[config.mk]
export PLATFORM = sky130hd
export DESIGN_NAME = ula_arbiter_flat
export DESIGN_NICKNAME = d
export VERILOG_FILES = /design/src/rtl/ula_arbiter_if.sv /design/src/rtl/ula_arbiter.sv /design/src/flat_wrapper.sv
export SDC_FILE = /design/constraint.sdc
export NUM_CORES = 1
export LEC_CHECK = 0
export ABC_AREA = 0
export CAP_MARGIN = 20
export CORE_UTILIZATION = 35
export CTS_CLUSTER_SIZE = 20
export DETAILED_ROUTE_END_ITERATION = 8
export PLACE_DENSITY = 0.76
export SYNTH_ARGS = -nofsm -noshare
export SYNTH_HDL_FRONTEND = slang
export SYNTH_SLANG_ARGS = --single-unit
[constraint.sdc]
create_clock -name clk -period 2.9 [get_ports clk]
set_clock_uncertainty 0.2 [all_clocks]
set_input_delay 0.435 -clock clk [delete_from_list [all_inputs] [get_ports clk]]
set_output_delay 0.435 -clock clk [all_outputs]
set_load 0.005 [all_outputs]
[src/rtl/ula_arbiter_if.sv]
// ula_arbiter_if: bundle of the request, ULA and response signals of ula_arbiter.
//
// Signals
//   req_valid/req_ready   per-requester operand handshake (bit n = requester n)
//   req_a0/b0/op0         requester 0 operands and opcode
//   req_a1/b1/op1         requester 1 operands and opcode
//   alu_a/alu_b/alu_op    registered operands driven to the shared ULA
//   alu_y                 raw ULA result
//   rsp_valid/rsp_ready   per-requester result handshake
//   rsp_data              captured result, shared by both ports
//   busy                  arbiter is not idle
//
// Modports
//   slave   the arbiter side
//   master  the requester/ULA side (operand sources, ULA and result sinks)
interface ula_arbiter_if #(
  parameter int unsigned WIDTH = 8
);
  logic [1:0]       req_valid;
  logic [1:0]       req_ready;
  logic [WIDTH-1:0] req_a0;
  logic [WIDTH-1:0] req_b0;
  logic [2:0]       req_op0;
  logic [WIDTH-1:0] req_a1;
  logic [WIDTH-1:0] req_b1;
  logic [2:0]       req_op1;
  logic [WIDTH-1:0] alu_a;
  logic [WIDTH-1:0] alu_b;
  logic [2:0]       alu_op;
  logic [WIDTH-1:0] alu_y;
  logic [1:0]       rsp_valid;
  logic [1:0]       rsp_ready;
  logic [WIDTH-1:0] rsp_data;
  logic             busy;

  modport slave (
    input  req_valid, req_a0, req_b0, req_op0, req_a1, req_b1, req_op1, alu_y, rsp_ready,
    output req_ready, alu_a, alu_b, alu_op, rsp_valid, rsp_data, busy
  );

  modport master (
    output req_valid, req_a0, req_b0, req_op0, req_a1, req_b1, req_op1, alu_y, rsp_ready,
    input  req_ready, alu_a, alu_b, alu_op, rsp_valid, rsp_data, busy
  );
endinterface

[src/rtl/ula_arbiter.sv]
// ula_arbiter: two-port round-robin arbiter/sequencer sharing one combinational ULA.
//
// A requester's operand pair and opcode are accepted through req_valid/req_ready,
// held on alu_a/alu_b/alu_op for ALU_WAIT cycles, then alu_y is captured into
// rsp_data and returned through rsp_valid/rsp_ready to the granted requester.
// Only one operation is in flight at a time.
//
// Ports
//   clk    system clock, rising edge
//   rst_n  asynchronous active-low reset; drops any in-flight operation
//   bus    ula_arbiter_if.slave: request, ULA and response signals
//
// Parameters
//   WIDTH     operand/result width (must match the interface)
//   ALU_WAIT  cycles operands are held on the ULA before sampling, 1..15
module ula_arbiter #(
  parameter int unsigned WIDTH    = 8,
  parameter int unsigned ALU_WAIT = 1
) (
  input logic          clk,
  input logic          rst_n,
  ula_arbiter_if.slave bus
);

  typedef enum logic [1:0] {
    StIdle  = 2'd0,
    StIssue = 2'd1,
    StResp  = 2'd2
  } state_e;

  localparam logic [3:0] WaitLoad = 4'(ALU_WAIT - 1);

  state_e           state_q, state_d;
  logic             last_q, last_d;
  logic             gnt_q, gnt_d;
  logic [3:0]       wait_cnt_q, wait_cnt_d;
  logic [WIDTH-1:0] alu_a_q, alu_a_d;
  logic [WIDTH-1:0] alu_b_q, alu_b_d;
  logic [2:0]       alu_op_q, alu_op_d;
  logic [WIDTH-1:0] rsp_data_q, rsp_data_d;

  logic             winner;
  logic             accept;
  logic             rsp_done;
  logic [1:0]       req_ready;
  logic [1:0]       rsp_valid;
  logic             busy;

  // Round-robin: a lone request wins outright; on a tie the port that did not
  // win last time goes first.
  always_comb begin
    winner = bus.req_valid[1];
    if (bus.req_valid == 2'b11) begin
      winner = ~last_q;
    end
  end

  assign accept   = (state_q == StIdle) && bus.req_valid[winner];
  assign rsp_done = (state_q == StResp) && bus.rsp_ready[gnt_q];

  // State register and datapath registers.
  always_ff @(posedge clk or negedge rst_n) begin
    if (!rst_n) begin
      state_q    <= StIdle;
      last_q     <= 1'b1;
      gnt_q      <= 1'b0;
      wait_cnt_q <= 4'd0;
      alu_a_q    <= '0;
      alu_b_q    <= '0;
      alu_op_q   <= 3'b000;
      rsp_data_q <= '0;
    end else begin
      state_q    <= state_d;
      last_q     <= last_d;
      gnt_q      <= gnt_d;
      wait_cnt_q <= wait_cnt_d;
      alu_a_q    <= alu_a_d;
      alu_b_q    <= alu_b_d;
      alu_op_q   <= alu_op_d;
      rsp_data_q <= rsp_data_d;
    end
  end

  // Next-state and datapath update.
  always_comb begin
    state_d    = state_q;
    last_d     = last_q;
    gnt_d      = gnt_q;
    wait_cnt_d = wait_cnt_q;
    alu_a_d    = alu_a_q;
    alu_b_d    = alu_b_q;
    alu_op_d   = alu_op_q;
    rsp_data_d = rsp_data_q;

    case (state_q)
      StIdle: begin
        if (accept) begin
          state_d    = StIssue;
          gnt_d      = winner;
          last_d     = winner;
          wait_cnt_d = WaitLoad;
          alu_a_d    = winner ? bus.req_a1  : bus.req_a0;
          alu_b_d    = winner ? bus.req_b1  : bus.req_b0;
          alu_op_d   = winner ? bus.req_op1 : bus.req_op0;
        end
      end
      StIssue: begin
        if (wait_cnt_q != 4'd0) begin
          wait_cnt_d = wait_cnt_q - 4'd1;
        end else begin
          // Last ISSUE edge: alu_y has had ALU_WAIT cycles to settle.
          rsp_data_d = bus.alu_y;
          state_d    = StResp;
        end
      end
      StResp: begin
        if (rsp_done) begin
          state_d = StIdle;
        end
      end
      default: begin
        state_d = StIdle;
      end
    endcase
  end

  // Outputs.
  always_comb begin
    req_ready = 2'b00;
    rsp_valid = 2'b00;
    busy      = 1'b1;
    case (state_q)
      StIdle: begin
        busy = 1'b0;
        // Gated by rst_n so req_ready reads 00 while reset is held.
        if (accept && rst_n) begin
          req_ready[winner] = 1'b1;
        end
      end
      StResp: begin
        rsp_valid[gnt_q] = 1'b1;
      end
      default: begin
        busy = 1'b1;
      end
    endcase
  end

  assign bus.req_ready = req_ready;
  assign bus.rsp_valid = rsp_valid;
  assign bus.busy      = busy;
  assign bus.alu_a     = alu_a_q;
  assign bus.alu_b     = alu_b_q;
  assign bus.alu_op    = alu_op_q;
  assign bus.rsp_data  = rsp_data_q;

endmodule

[src/flat_wrapper.sv]
// flat-port wrapper written by rule: the top's interface ports become plain ports
module ula_arbiter_flat 
#(
  parameter int unsigned WIDTH    = 8,
  parameter int unsigned ALU_WAIT = 1
)
  (clk, rst_n, bus_req_valid, bus_req_a0, bus_req_b0, bus_req_op0, bus_req_a1, bus_req_b1, bus_req_op1, bus_alu_y, bus_rsp_ready, bus_req_ready, bus_alu_a, bus_alu_b, bus_alu_op, bus_rsp_valid, bus_rsp_data, bus_busy);
  ula_arbiter_if #(.WIDTH(WIDTH)) bus_i ();
  input logic clk;
  input logic rst_n;
  input wire logic [$bits(bus_i.req_valid)-1:0] bus_req_valid;
  input wire logic [$bits(bus_i.req_a0)-1:0] bus_req_a0;
  input wire logic [$bits(bus_i.req_b0)-1:0] bus_req_b0;
  input wire logic [$bits(bus_i.req_op0)-1:0] bus_req_op0;
  input wire logic [$bits(bus_i.req_a1)-1:0] bus_req_a1;
  input wire logic [$bits(bus_i.req_b1)-1:0] bus_req_b1;
  input wire logic [$bits(bus_i.req_op1)-1:0] bus_req_op1;
  input wire logic [$bits(bus_i.alu_y)-1:0] bus_alu_y;
  input wire logic [$bits(bus_i.rsp_ready)-1:0] bus_rsp_ready;
  output wire logic [$bits(bus_i.req_ready)-1:0] bus_req_ready;
  output wire logic [$bits(bus_i.alu_a)-1:0] bus_alu_a;
  output wire logic [$bits(bus_i.alu_b)-1:0] bus_alu_b;
  output wire logic [$bits(bus_i.alu_op)-1:0] bus_alu_op;
  output wire logic [$bits(bus_i.rsp_valid)-1:0] bus_rsp_valid;
  output wire logic [$bits(bus_i.rsp_data)-1:0] bus_rsp_data;
  output wire logic [$bits(bus_i.busy)-1:0] bus_busy;
  assign bus_i.req_valid = bus_req_valid;
  assign bus_i.req_a0 = bus_req_a0;
  assign bus_i.req_b0 = bus_req_b0;
  assign bus_i.req_op0 = bus_req_op0;
  assign bus_i.req_a1 = bus_req_a1;
  assign bus_i.req_b1 = bus_req_b1;
  assign bus_i.req_op1 = bus_req_op1;
  assign bus_i.alu_y = bus_alu_y;
  assign bus_i.rsp_ready = bus_rsp_ready;
  assign bus_req_ready = bus_i.req_ready;
  assign bus_alu_a = bus_i.alu_a;
  assign bus_alu_b = bus_i.alu_b;
  assign bus_alu_op = bus_i.alu_op;
  assign bus_rsp_valid = bus_i.rsp_valid;
  assign bus_rsp_data = bus_i.rsp_data;
  assign bus_busy = bus_i.busy;
  ula_arbiter #(.WIDTH(WIDTH), .ALU_WAIT(ALU_WAIT)) u_core (.clk(clk), .rst_n(rst_n), .bus(bus_i));
endmodule
==> metrics.md <==
| Metric | Value |
|---|---|
| Most numerous cell in the Yosys netlist | nand2_1 |
| Sequential fraction of the synthesis area | 0.538 |
| PostCTS Resize Cnt | 0 |
| Max cap viols | 0 |
| Final worst slack | between 0.2 and 0.3 ns |
| Utilization after layout | 0.592 |
| Final cycle utilization of the critical path | 0.908 |
| Crit-path slowest cell | dlygate4sd3_1 |
| Final TNS setup | 0 ns |
| Placed cell area | 2510 µm² |
| Later-pin clock latency in the skew report | between 0.2 and 0.3 ns |
| RD Place Congestion | between 0.8 and 0.9 |
| Vias | 1540 |
| Worst Path Required | around 2.3 ns |
| Non-filler instance count after layout | between 300 and 400 |
| Dpl hpwl | approximately 3 mm |
| Layout cells sized above 1 | 0.114 |
| Pwr dens | 929 nW/µm² |
| Post-synthesis cell type count | 27 |
| Starting DRT DRC Count | 66 |
| Total GRT Usage | 0.183 |
| CTS clk-pin slew, worst paths | about 0.06 ns |
| Final wirelength | roughly 4.2 mm |
| First-pass GRT wire length | about 7 mm |
| Num ports | 84 |
| Post-CTS setup buffer count | 0 |
| Clock Tree Root | clkbuf_8 |
| Slew Limit Fails | 0 |
| Number of synthesized flops with an enable pin | 0 |
| Max IR drop VDD | between 0.3 and 0.4 mV |
| Final instance area | ~2600 µm² |
| Worst-margin pin slew | 0.394 ns |
| Port Buf Inserts | 83 |
| Mean post-synth cell area | approximately 9.6 µm² |
| Max H-tree Level | 2 |
| Post-DR wirelength/cell | 13.7 µm |
| Crit start category | primary input |
| Async SR Flop Fraction | 1.00 |
| Die area | around 5000 µm² |
| Min-Delay Path Class | reg -> reg |
| Clock net sink count | 35 |
| Top Family by Delay on Critical Path | buffers and inverters |
| CTS tree | yes |
| Mapped Area | 1630 µm² |
| Ranking of synthesized cells by area | dfrtp_1 (52%), nand2_1 (9.2%), a31oi_1 (7.7%) |
| P&R area growth vs syn | 60.3% |
| Crit path DAT | approximately 2.0 ns |
| Residual DRC | 0 |
| Synth warn | 0 |
| Final min period | 2.63 ns |
| Synth Net Count | 223 |
| Final setup violation count | 0 |
| Worst slew margin | 0.737 |
| Starting Density | 0.369 |
| Pre-antenna DRT Iters | 4 |
| Row count | 24 |
| Vias in the first global route | between 1.5k and 2k |
| DP Worst Slack | 0.350 ns |
| Max stage delay on crit path | approximately 0.52 ns |
| Initial antenna violation count | 0 |
| Endpoint class of the critical path | output pin |
| Post-Place Cells | 298 |
| Fin nets | 308 |
| Antenna viol nets, final | 0 |
| Fmax | roughly 0.38 GHz |
| Die height | 70.2 µm |
| Hold Vio Cnt, Final | 0 |
| Seq cells post-synth | 35 |
| Pin count of the biggest net entering global routing | 24 |
| Core ar. | between 4000 and 5000 µm² |
| Status | finished clean |
| # diodes | 0 |
| RSZ-0062 raised after global routing | false |
| Worst setup path class | in -> out |
| Crit path buf inv count | 3 |
| Critical-path maximum fanout | 15 |
| Area fraction of the dominant cell type after synthesis | 0.522 |
| Die X | between 70 and 80 µm |
| Via density | roughly 5.0 |
| Worst-path cell chain | dlygate4sd3_1 > buf_2 > and3_1 > clkdlybuf4s50_1 |
| Synthesized netlist cell count | approximately 170 |
| CTS Buf Count | 5 |
| Predominant post-synthesis flop cell | dfrtp_1 |
| Cts hold-fix bufs | 1 |
| Pleak | about 0.0011 µW |
| Post-synth top area cell | dfrtp_1 |
| Clock tree buffer depth | 2 |
| GRT overflow | 0 |
| Post-synth top cells | nand2_1 (40), dfrtp_1 (34), a21oi_1 (20), a31oi_1 (20), mux2_2 (9) |
==> routing by layer <==
layer,track usage,vias to the layer above,routed length [µm]
met3,0.0606,7,272
met2,0.321,53,2130
met1,0.212,722,1760
li1,-,758,-
met4,0.0489,0,44
met5,0,-,0
==> cell families (layout without fill, tap and decap cells) <==
logic type                 count (synthesis)  after routing  synth area share
DFF                                       35             35             0.538
adders and majority gates                  2              2            0.0154
muxes                                     11             11            0.0745
and+or+nand+nor                           56             56             0.154
buffers and inverters                     15            101            0.0384
AOI/OAI and AO/OA                         49             49             0.174
xor gates and xnor gates                   1              1           0.00538
==> report_power, final <==
part / switching, µW / internal (µW) / leakage [µW]
Clock: 158 / 191 / 0.0000482
Sequential: 151 / 739 / 0.000404
Combinational: 489 / 697 / 0.000648
==> cell usage in the layout, fill, tap and decap left out, drive strengths merged, types with 2 or more instances in the layout <==
cell type      Yosys  routed
mux2               9       9
a21oi             20      20
clkdlybuf4s50      0      82
a31oi             20      20
ha                 2       2
o21ai              5       5
mux2i              2       2
nand3b             2       2
nor3               3       3
nand2             40      40
clkbuf             6       7
buf                5       6
and3               2       2
nor2               5       5
inv                4       4
dfrtp             34      34
==> final cells by class <==
cell class / count / area (µm²)
Timing Repair Buffer: 89 / 873
Inverter: 4 / 15.0
Tap cell: 52 / 65.1
Fill cell: 391 / 1800
Sequential cell: 35 / 877
Multi-Input combinational cell: 119 / 689
Clock buffer: 7 / 86.3
Clock inverter: 1 / 5.00
==> through the flow <==
stage | power (µW) | hold WS, ns
detailed placement | 2090 | 0.158
floorplan | 1450 | -0.0606
global route | 2600 | 0.319
finish | 2430 | 0.303
global placement | 2050 | 0.155
CTS | 2460 | 0.308
==> worst paths after layout <==
check / start / end / slack (ns) / cells after the start
worst max-delay path: rst_n / bus_req_ready[1] / 0.27 / 4
worst min-delay path: u_core.bus.rsp_data[6] / u_core.bus.rsp_data[6] / 0.30 / 1
worst max register to register: u_core.wait_cnt_q[0] / u_core.bus.rsp_data[3] / 1.06 / 5
worst min register to register: u_core.bus.rsp_data[6] / u_core.bus.rsp_data[6] / 0.30 / 1
max in group asynchronous: rst_n / u_core.last_q / 1.44 / 3
min in group asynchronous: rst_n / u_core.bus.alu_b[1] / 0.39 / 2
==> registers in the layout, indices dropped and copies added (netlist names) <==
signal	count
u_core.bus.rsp_data	8
u_core.wait_cnt_q	4
u_core.bus.alu_b	8
u_core.last_q	1
u_core.gnt_q	1
u_core.state_q	2
u_core.bus.alu_a	8
u_core.bus.alu_op	3
No activity file was read; power rests on OpenSTA's default activity.
